**config.mk**
```make
export PLATFORM = sky130hd
export DESIGN_NAME = pid_dispatch
export DESIGN_NICKNAME = d
export VERILOG_FILES = /design/src/rtl/pid_dispatch_pkg.sv /design/src/rtl/pid_dispatch_rr_arbiter.sv /design/src/rtl/pid_dispatch.sv
export SDC_FILE = /design/constraint.sdc
export NUM_CORES = 1
export LEC_CHECK = 0
export CAP_MARGIN = 30
export CORE_MARGIN = 1
export CORE_UTILIZATION = 40
export CTS_CLUSTER_DIAMETER = 100
export CTS_CLUSTER_SIZE = 20
export DETAILED_ROUTE_END_ITERATION = 10
export PLACE_DENSITY_LB_ADDON = 0.08
export SYNTH_ARGS = -nofsm -noshare
export SYNTH_HDL_FRONTEND = slang
export SYNTH_SLANG_ARGS = --single-unit
export TNS_END_PERCENT = 5
```
**constraint.sdc**
```tcl
create_clock -name clk_in -period 4.14 [get_ports clk_in]
set_input_delay 0.414 -clock clk_in [delete_from_list [all_inputs] [get_ports clk_in]]
set_output_delay 0.414 -clock clk_in [all_outputs]
set_load 0.1 [all_outputs]
```
**src/rtl/pid_dispatch_pkg.sv**
```systemverilog
// Shared definitions for the pid_filter dispatcher: config register map and decode.
package pid_dispatch_pkg;

  localparam int unsigned disp_chan_en_addr = 32'h0000_0040;
  localparam int unsigned disp_ovr_clr_addr = 32'h0000_0041;

  typedef enum logic [1:0] {
    CFG_NONE    = 2'd0,
    CFG_CHAN_EN = 2'd1,
    CFG_OVR_CLR = 2'd2
  } cfg_op_e;

  // Map a config write address onto the dispatcher operation it selects.
  function automatic cfg_op_e decode_cfg(input int unsigned addr);
    cfg_op_e op;
    op = CFG_NONE;
    if (addr == disp_chan_en_addr) op = CFG_CHAN_EN;
    else if (addr == disp_ovr_clr_addr) op = CFG_OVR_CLR;
    return op;
  endfunction

endpackage

```
**src/rtl/pid_dispatch_rr_arbiter.sv**
```systemverilog
// Combinational round-robin arbiter: grants the first requester after ptr_i, wrapping.
module rr_arbiter #(
  parameter int unsigned N = 8,
  localparam int unsigned W_IDX = (N > 1) ? $clog2(N) : 1
) (
  input  logic [N-1:0]     req_i,
  input  logic [W_IDX-1:0] ptr_i,
  output logic             gnt_vld_o,
  output logic [W_IDX-1:0] gnt_idx_o
);

  logic [W_IDX-1:0] cand;

  // Scan from farthest to nearest so the nearest requester after ptr_i is kept.
  always_comb begin
    gnt_vld_o = 1'b0;
    gnt_idx_o = '0;
    cand      = '0;
    for (int unsigned off = N; off > 0; off--) begin
      cand = W_IDX'((32'(ptr_i) + off) % N);
      if (req_i[cand]) begin
        gnt_vld_o = 1'b1;
        gnt_idx_o = cand;
      end
    end
  end

endmodule

```
**src/rtl/pid_dispatch.sv**
```systemverilog
// Per-channel sample buffer and hazard-free round-robin issue stage feeding pid_filter.
module pid_dispatch
  import pid_dispatch_pkg::*;
#(
  parameter int unsigned W_CHAN    = 5,
  parameter int unsigned N_CHAN    = 8,
  parameter int unsigned W_DIN     = 18,
  parameter int unsigned HAZ_CYC   = 6,
  parameter int unsigned W_WR_ADDR = 16,
  parameter int unsigned W_WR_CHAN = 16,
  parameter int unsigned W_WR_DATA = 48
) (
  input  logic                    clk_in,
  input  logic                    rst_in,
  input  logic                    dv_in,
  input  logic [W_CHAN-1:0]       chan_in,
  input  logic signed [W_DIN-1:0] data_in,
  input  logic                    wr_en,
  input  logic [W_WR_ADDR-1:0]    wr_addr,
  input  logic [W_WR_CHAN-1:0]    wr_chan,
  input  logic [W_WR_DATA-1:0]    wr_data,
  output logic                    dv_out,
  output logic [W_CHAN-1:0]       chan_out,
  output logic signed [W_DIN-1:0] data_out,
  output logic [N_CHAN-1:0]       ovr_out
);

  localparam int unsigned W_IDX  = (N_CHAN > 1) ? $clog2(N_CHAN) : 1;
  localparam int unsigned W_COOL = (HAZ_CYC > 1) ? $clog2(HAZ_CYC) : 1;

  logic [N_CHAN-1:0]       pend_q, pend_d;
  logic [N_CHAN-1:0]       en_q, en_d;
  logic [N_CHAN-1:0]       ovr_q, ovr_d;
  logic signed [W_DIN-1:0] buf_q [N_CHAN];
  logic signed [W_DIN-1:0] buf_d [N_CHAN];
  logic [W_COOL-1:0]       cool_q [N_CHAN];
  logic [W_COOL-1:0]       cool_d [N_CHAN];
  logic [W_IDX-1:0]        ptr_q, ptr_d;
  logic                    dv_q, dv_d;
  logic [W_CHAN-1:0]       chan_q, chan_d;
  logic signed [W_DIN-1:0] data_q, data_d;

  logic [N_CHAN-1:0] elig_c;
  logic              gnt_vld_c;
  logic [W_IDX-1:0]  gnt_idx_c;
  logic              cap_ok_c;
  logic [W_IDX-1:0]  cap_idx_c;
  logic [W_IDX-1:0]  cfg_idx_c;
  cfg_op_e           cfg_op_c;
  logic              unused_wr_data;

  assign unused_wr_data = ^wr_data[W_WR_DATA-1:1];

  // Input and config decode; out-of-range channels never touch state.
  always_comb begin
    cap_idx_c = W_IDX'(chan_in);
    cfg_idx_c = W_IDX'(wr_chan);
    cap_ok_c  = dv_in && (32'(chan_in) < N_CHAN) && en_q[cap_idx_c];
    cfg_op_c  = CFG_NONE;
    if (wr_en && (32'(wr_chan) < N_CHAN)) cfg_op_c = decode_cfg(32'(wr_addr));
  end

  always_comb begin
    elig_c = '0;
    for (int unsigned c = 0; c < N_CHAN; c++) begin
      elig_c[c] = pend_q[c] && en_q[c] && (cool_q[c] == '0);
    end
  end

  rr_arbiter #(.N(N_CHAN)) u_arb (
    .req_i     (elig_c),
    .ptr_i     (ptr_q),
    .gnt_vld_o (gnt_vld_c),
    .gnt_idx_o (gnt_idx_c)
  );

  // Next state: issue, then capture, then enable writes (disable drops the pending sample).
  always_comb begin
    pend_d = pend_q;
    en_d   = en_q;
    ovr_d  = ovr_q;
    buf_d  = buf_q;
    cool_d = cool_q;
    ptr_d  = ptr_q;
    dv_d   = 1'b0;
    chan_d = chan_q;
    data_d = data_q;

    for (int unsigned c = 0; c < N_CHAN; c++) begin
      if (cool_q[c] != '0) cool_d[c] = cool_q[c] - W_COOL'(1);
    end

    if (gnt_vld_c) begin
      dv_d              = 1'b1;
      chan_d            = W_CHAN'(gnt_idx_c);
      data_d            = buf_q[gnt_idx_c];
      pend_d[gnt_idx_c] = 1'b0;
      cool_d[gnt_idx_c] = W_COOL'(HAZ_CYC - 1);
      ptr_d             = gnt_idx_c;
    end

    if (cfg_op_c == CFG_OVR_CLR) ovr_d[cfg_idx_c] = 1'b0;

    if (cap_ok_c) begin
      buf_d[cap_idx_c] = data_in;
      if (pend_q[cap_idx_c] && !(gnt_vld_c && (gnt_idx_c == cap_idx_c))) begin
        ovr_d[cap_idx_c] = 1'b1;
      end
      pend_d[cap_idx_c] = 1'b1;
    end

    if (cfg_op_c == CFG_CHAN_EN) begin
      en_d[cfg_idx_c] = wr_data[0];
      if (!wr_data[0]) pend_d[cfg_idx_c] = 1'b0;
    end
  end

  always_ff @(posedge clk_in) begin
    if (rst_in) begin
      pend_q <= '0;
      en_q   <= '0;
      ovr_q  <= '0;
      buf_q  <= '{default: '0};
      cool_q <= '{default: '0};
      ptr_q  <= W_IDX'(N_CHAN - 1);
      dv_q   <= 1'b0;
      chan_q <= '0;
      data_q <= '0;
    end else begin
      pend_q <= pend_d;
      en_q   <= en_d;
      ovr_q  <= ovr_d;
      buf_q  <= buf_d;
      cool_q <= cool_d;
      ptr_q  <= ptr_d;
      dv_q   <= dv_d;
      chan_q <= chan_d;
      data_q <= data_d;
    end
  end

  assign dv_out   = dv_q;
  assign chan_out = chan_q;
  assign data_out = data_q;
  assign ovr_out  = ovr_q;

endmodule

```
; Yosys cells after proc, flatten, opt, wreduce, memory -nomap -nowiden
; Index checks and enable logic that the tools add are counted.
[word_totals]
reg_bits = 217
input_bits = 107
out_inout_bits = 32
[classes]
addsub = 16
n_lt_le_gt_ge = 20
eq_ne = 5
mux = 71
n_bitwise = 12
n_reduce_logical = 43
[ops]
columns = op, count
row1 = 144-bit bitwise mux, 1
row2 = 8-bit two-way mux, 7
row3 = 18-bit binary-select mux with 3-bit select, 1
row4 = 18-bit demux with 3-bit select, 1
row5 = 18-bit two-way mux, 3
row6 = 3-bit two-way mux, 17
row7 = 3-bit by 4-bit < comparator with 1-bit output (second input constant), 11
row8 = 8-bit bitwise AND, 4
row9 = 16-bit by 7-bit == test with 1-bit output (second input constant), 2
row10 = 1-bit binary-select mux with 3-bit select, 10
row11 = 1-bit logical AND, 26
row12 = 3-bit zero test, 8
row13 = 24-bit two-way mux, 1
row14 = 8-bit inverter, 3
row15 = 3-bit nonzero test, 8
row16 = 3-bit by 1-bit subtractor with 3-bit output (second input constant), 8
row17 = 1-bit two-way mux, 22
row18 = 16-bit by 4-bit < comparator with 1-bit output (second input constant), 1
row19 = 16-bit OR, 1
row20 = 8-bit OR, 2
row21 = 3-bit adder (second input constant), 4
row22 = 1-bit demux with 3-bit select, 3
row23 = 3-bit demux with 3-bit select, 1
row24 = 3-bit by 1-bit greater-or-equal comparator with 1-bit output (second input constant), 3
row25 = other kinds (12), 19

; Longest topological paths before layout
[depth]
ltp_word = 24
depth_mapped = 20
ltp_nobuf = 12

; Modules after synthesis
; A second synthesis with hierarchy kept.
[unflattened]
cells_unflattened = 1044
hier_area_um2 = 10411.2
[by_module_without_submodules]
columns = mod, instances, cells_per_inst, area_each_um2
row1 = pid_dispatch, 1, 967, 9736.8
row2 = rr_arbiter, 1, 77, 674.4

; Least setup slack after synthesis
; OpenSTA, ideal clock, no wires.
[synth_path]
path_kind = register -> register
start = register ptr_q[0]
end = register data_q[13], in the netlist data_out[13]
setup_time_ns = 0.135
arrival_ns = 3.936
t_required_ns = 4.005
slack_ns = 0.069
stages_incl_launch_ff = 20
n_path_buf = 7
period_less_slack_ns = 4.071
path_cell_list = dfxtp_1 -> buf_6 -> inv_2 -> buf_6 -> clkbuf_1 -> clkbuf_1 -> ha_1 -> clkbuf_1 -> nor2b_1 -> a22oi_2 -> a21oi_1 -> nor4_4 -> nor4_4 -> or4_1 -> buf_4 -> nand3_1 -> clkbuf_1 -> nor3b_1 -> o31ai_1 -> a41oi_1
[synth_between]
elab_chain_cells = 15
[synth_lines]
columns = item, line_no
row1 = from (decl), pid_dispatch.sv:38  ; logic [W_IDX-1:0] ptr_q, ptr_d;
row2 = from (signal assigned), pid_dispatch.sv:125  ; ptr_q <= W_IDX'(N_CHAN - 1);
row3 = from (signal assigned), pid_dispatch.sv:135  ; ptr_q <= ptr_d;
row4 = 3-bit by 1-bit adder with 3-bit output, pid_dispatch_rr_arbiter.sv:20  ; cand = W_IDX'((32'(ptr_i) + off) % N);
row5 = 1-bit binary-select mux with 3-bit select, pid_dispatch_rr_arbiter.sv:21  ; if (req_i[cand]) begin
row6 = 1-bit two-way mux (implied by the code), pid_dispatch_rr_arbiter.sv:21
row7 = 3-bit two-way mux (8 in a row), pid_dispatch_rr_arbiter.sv:21
row8 = 3-bit inverter with 4-bit output (implied by the code), pid_dispatch.sv:96  ; data_d = buf_q[gnt_idx_c];
row9 = 18-bit binary-select mux with 3-bit select, pid_dispatch.sv:96
row10 = 18-bit two-way mux (implied by the code) (2 in a row), pid_dispatch.sv:96
row11 = to (signal assigned), pid_dispatch.sv:138  ; data_q <= data_d;
row12 = to (decl), pid_dispatch.sv:41  ; logic signed [W_DIN-1:0] data_q, data_d;
; Several ways; a longest one is shown, not always the timed one. The select of a mux whose other input is x is not followed.
; A chain may end at the register's enable or synchronous reset.

; Worst setup path in the final report
; Same ends and word-level chain as after synthesis.

==> impl_metrics.toml <==
[run_status]
outcome = "completed"

[final_layout]
final_net_count = 1631
final_layout_size_suffix_gt1_share_pct = 9.56
final_common_cell = "sky130_fd_sc_hd__nand2_1"
n_antenna_cell = 0
layout.cells.most_common_list = "345 x sky130_fd_sc_hd__nand2_1, 230 x sky130_fd_sc_hd__a21oi_1, 216 x sky130_fd_sc_hd__dfxtp_1"
instances_no_fill = 1885
area.growth.synth_to_final_pct = 15.6
fin_util_pct = 47.5

[setup_path]
setup.reg_to_reg.worst_slack_ps = 160
timing.critical_path.arrival_ps = 4390
timing.critical_path.fanout_max = 9
worst_setup_path_start_kind = "flop"
timing.critical_path.to_type = "flop"
crit_type = "reg -> reg"
critical_path_required_ps = 4550

[yosys]
ys_seq_area_share_pct = 37.7
ys_async_sr_fraction_pct = 0
synth-edff-count = 0
syn-mean-instance-area_um2 = 7.92
syn-cell-area_um2 = 11500
yosysWarnings = 0
netlist_instances = 1456
yosysUniqueCellTypes = 82
top_ff_cell_synth = "sky130_fd_sc_hd__dfxtp_1"
synth_seq_cells = 217

[drt]
total_vias_in_the_final_route = 10900
drc = 0
antenna_left = 0
avgViaCountPerCell = 5.77
detailedRoute.firstPassIterationCount = 5
drt_first_iter_violations = 1098
routed_wirelength_mm = 39.4
wire_length_per_cell_um = 20.9

[grt]
grt_pass1_vias = 10100
global_route.overflow_total = 0
grt_pass1_wl_mm = 60.1
initial_antenna_violation_count = 0
grt_start_max_net_pins = 93
track_usage_pct = 26.7

[worst_hold_path]
min_path_type = "in -> reg"

[power]
p_per_area_nw_per_um2 = 330
seq_power_share_pct = 51.3
p_switching_w = 0.00121
vdd.ir_drop.worst_uv = 266
internal-power_w = 0.00319
overall_power_consumption_w = 0.00440
leakagePower_nw = 4.62
combPwrFrac_pct = 16.1
share_clk_of_total_power_pct = 32.7
power.share.switching_pct = 27.5

[placed_design]
globalplace.congestion = 0.894
port_buffers = 89
placed_cells = 1864
dp.final_hpwl_mm = 25.1

[timing]
period_share_pct = 96.1
max_freq_ghz = 0.251
finalHoldViolCount = 0
setup-violations-final = 0
fin_hold_ws_ps = 284
worst_slew_margin_rel_pct = 31.5
final_period_minus_worst_setup_slack_ps = 3980
worst_max_slew_pin_slew_ps = 1020
post_route_skew_ps = 14.4
final_max_slew_viol_count = 0

[clock_tree]
clk_pin_slew_worst_paths_ps = 90
htree_levels = 1
cts_tree = "done"
clock-sinks = 217
cts_buffers = 15
clockBufferDepth = 3
source_to_sink_clock_delay_at_the_later_pin_of_the_worst_skew_pair_ps = 490
clockRootBuffer = "sky130_fd_sc_hd__clkbuf_16"

[floorplanning]
dieHeight_um = 172
coreArea_um2 = 28100
area_of_the_die_um2 = 29500
chipWidth_um = 172
floorplan.initialDensity_pct = 41.1
site_rows = 61
design.portCount = 139

[run]
max-cap-violations = 0
per-stage QoR:
step           worst slack, ps  setup TNS (ps)  instance area, µm²
2_1_floorplan             68.5               0               11500
3_3_place_gp               142               0               12800
3_5_place_dp               129               0               12800
4_1_cts                   83.8               0               13200
5_1_grt                  -32.7           -92.6               13300
6_report                   160               0               13300
critical path, cell delays in order, from the launching register on:
cell and delay, ps:
sky130_fd_sc_hd__dfxtp_2 430, sky130_fd_sc_hd__inv_2 110, sky130_fd_sc_hd__ha_2 440, sky130_fd_sc_hd__inv_1 130, sky130_fd_sc_hd__mux4_2 460, sky130_fd_sc_hd__mux2i_4 260, sky130_fd_sc_hd__nand3_1 110, sky130_fd_sc_hd__o21ai_1 280
sky130_fd_sc_hd__or4_1 310, sky130_fd_sc_hd__buf_4 230, sky130_fd_sc_hd__a21oi_1 80, sky130_fd_sc_hd__a2111oi_0 580, sky130_fd_sc_hd__o31ai_1 210, sky130_fd_sc_hd__a41oi_1 240
logic make-up (layout without fill, tap and decap cells):
family,after synthesis,after routing,synth area share (%)
muxes,80,80,8.45
AOI/OAI and AO/OA,430,430,23.3
other,1,2,0.0325
xor gates and xnor gates,13,13,0.987
adders and majority gates,18,18,1.95
DFF,217,217,37.7
buffers and inverters,155,204,5.95
and+or+nand+nor,542,543,21.6
cell usage after synthesis, types with 9 or more instances:
cell type	n	area, µm²
sky130_fd_sc_hd__nand2_1	345	1290
sky130_fd_sc_hd__a21oi_1	230	1150
sky130_fd_sc_hd__dfxtp_1	217	4340
sky130_fd_sc_hd__clkbuf_1	78	293
sky130_fd_sc_hd__mux2i_1	52	521
sky130_fd_sc_hd__nor2_1	52	195
sky130_fd_sc_hd__o21ai_0	44	220
sky130_fd_sc_hd__nand3_1	34	170
sky130_fd_sc_hd__inv_1	26	97.6
sky130_fd_sc_hd__o221ai_1	24	210
sky130_fd_sc_hd__o31ai_1	23	173
sky130_fd_sc_hd__clkbuf_2	18	90.1
sky130_fd_sc_hd__ha_1	18	225
sky130_fd_sc_hd__nand2b_1	17	106
sky130_fd_sc_hd__a221oi_1	15	131
sky130_fd_sc_hd__and3_1	14	87.6
sky130_fd_sc_hd__o211ai_1	13	97.6
sky130_fd_sc_hd__o22ai_1	13	81.3
sky130_fd_sc_hd__a2111oi_0	12	105
sky130_fd_sc_hd__buf_2	12	60.1
sky130_fd_sc_hd__a41oi_1	10	87.6
sky130_fd_sc_hd__mux4_2	10	225
sky130_fd_sc_hd__nor3_1	10	50.1
sky130_fd_sc_hd__nor3b_1	10	75.1
sky130_fd_sc_hd__xnor2_1	10	87.6
sky130_fd_sc_hd__mux2_2	9	101
timing repair:
item | in CTS | in global routing
gates resized for setup | 0 | 10
hold buffers | 0 | 0
setup endpoints to repair | 0 | 24
endpoints found under the hold margin | 0 | 0
setup buffers | 0 | 1
layout make-up:
class	count	area (µm²)
fillers	2858	14800
multi-input cells	1086	6570
flip-flops and latches	217	4350
repair buffers	157	1440
well taps	378	473
clock buffers	15	375
inverters	29	109
clock inverters	3	27.5
final timing paths:
kind,cells past startpoint,end,from
worst max-delay path,13,data_out[13],ptr_q[0]
worst min-delay path,2,en_q[0],rst_in
worst max register to register,13,data_out[13],ptr_q[0]
worst min register to register,2,buf_q[109],buf_q[109]
routing by layer:
metal  track usage [%]  routed length [µm]
met1              36.5               17500
met2              43.8               18500
met3              4.30                2590
met4              5.96                 830
met5                 0                   0
registers in the layout (all words and copies together), names as in the netlist:
name / cells
data_out: 18
cool_q: 24
pend_q: 8
en_q: 8
ovr_out: 8
ptr_q: 3
dv_out: 1
buf_q: 144
chan_out: 3
power by group through the flow:
stage | combinational (W) | sequential (W) | clock (W)
2_1_floorplan | 0.000552 | 0.00229 | 0
3_3_place_gp | 0.000687 | 0.00230 | 0
3_5_place_dp | 0.000704 | 0.00231 | 0
4_1_cts | 0.000709 | 0.00226 | 0.00147
5_1_grt | 0.000797 | 0.00227 | 0.00155
6_report | 0.000708 | 0.00226 | 0.00144
No activity file was read; power rests on OpenSTA's default activity.
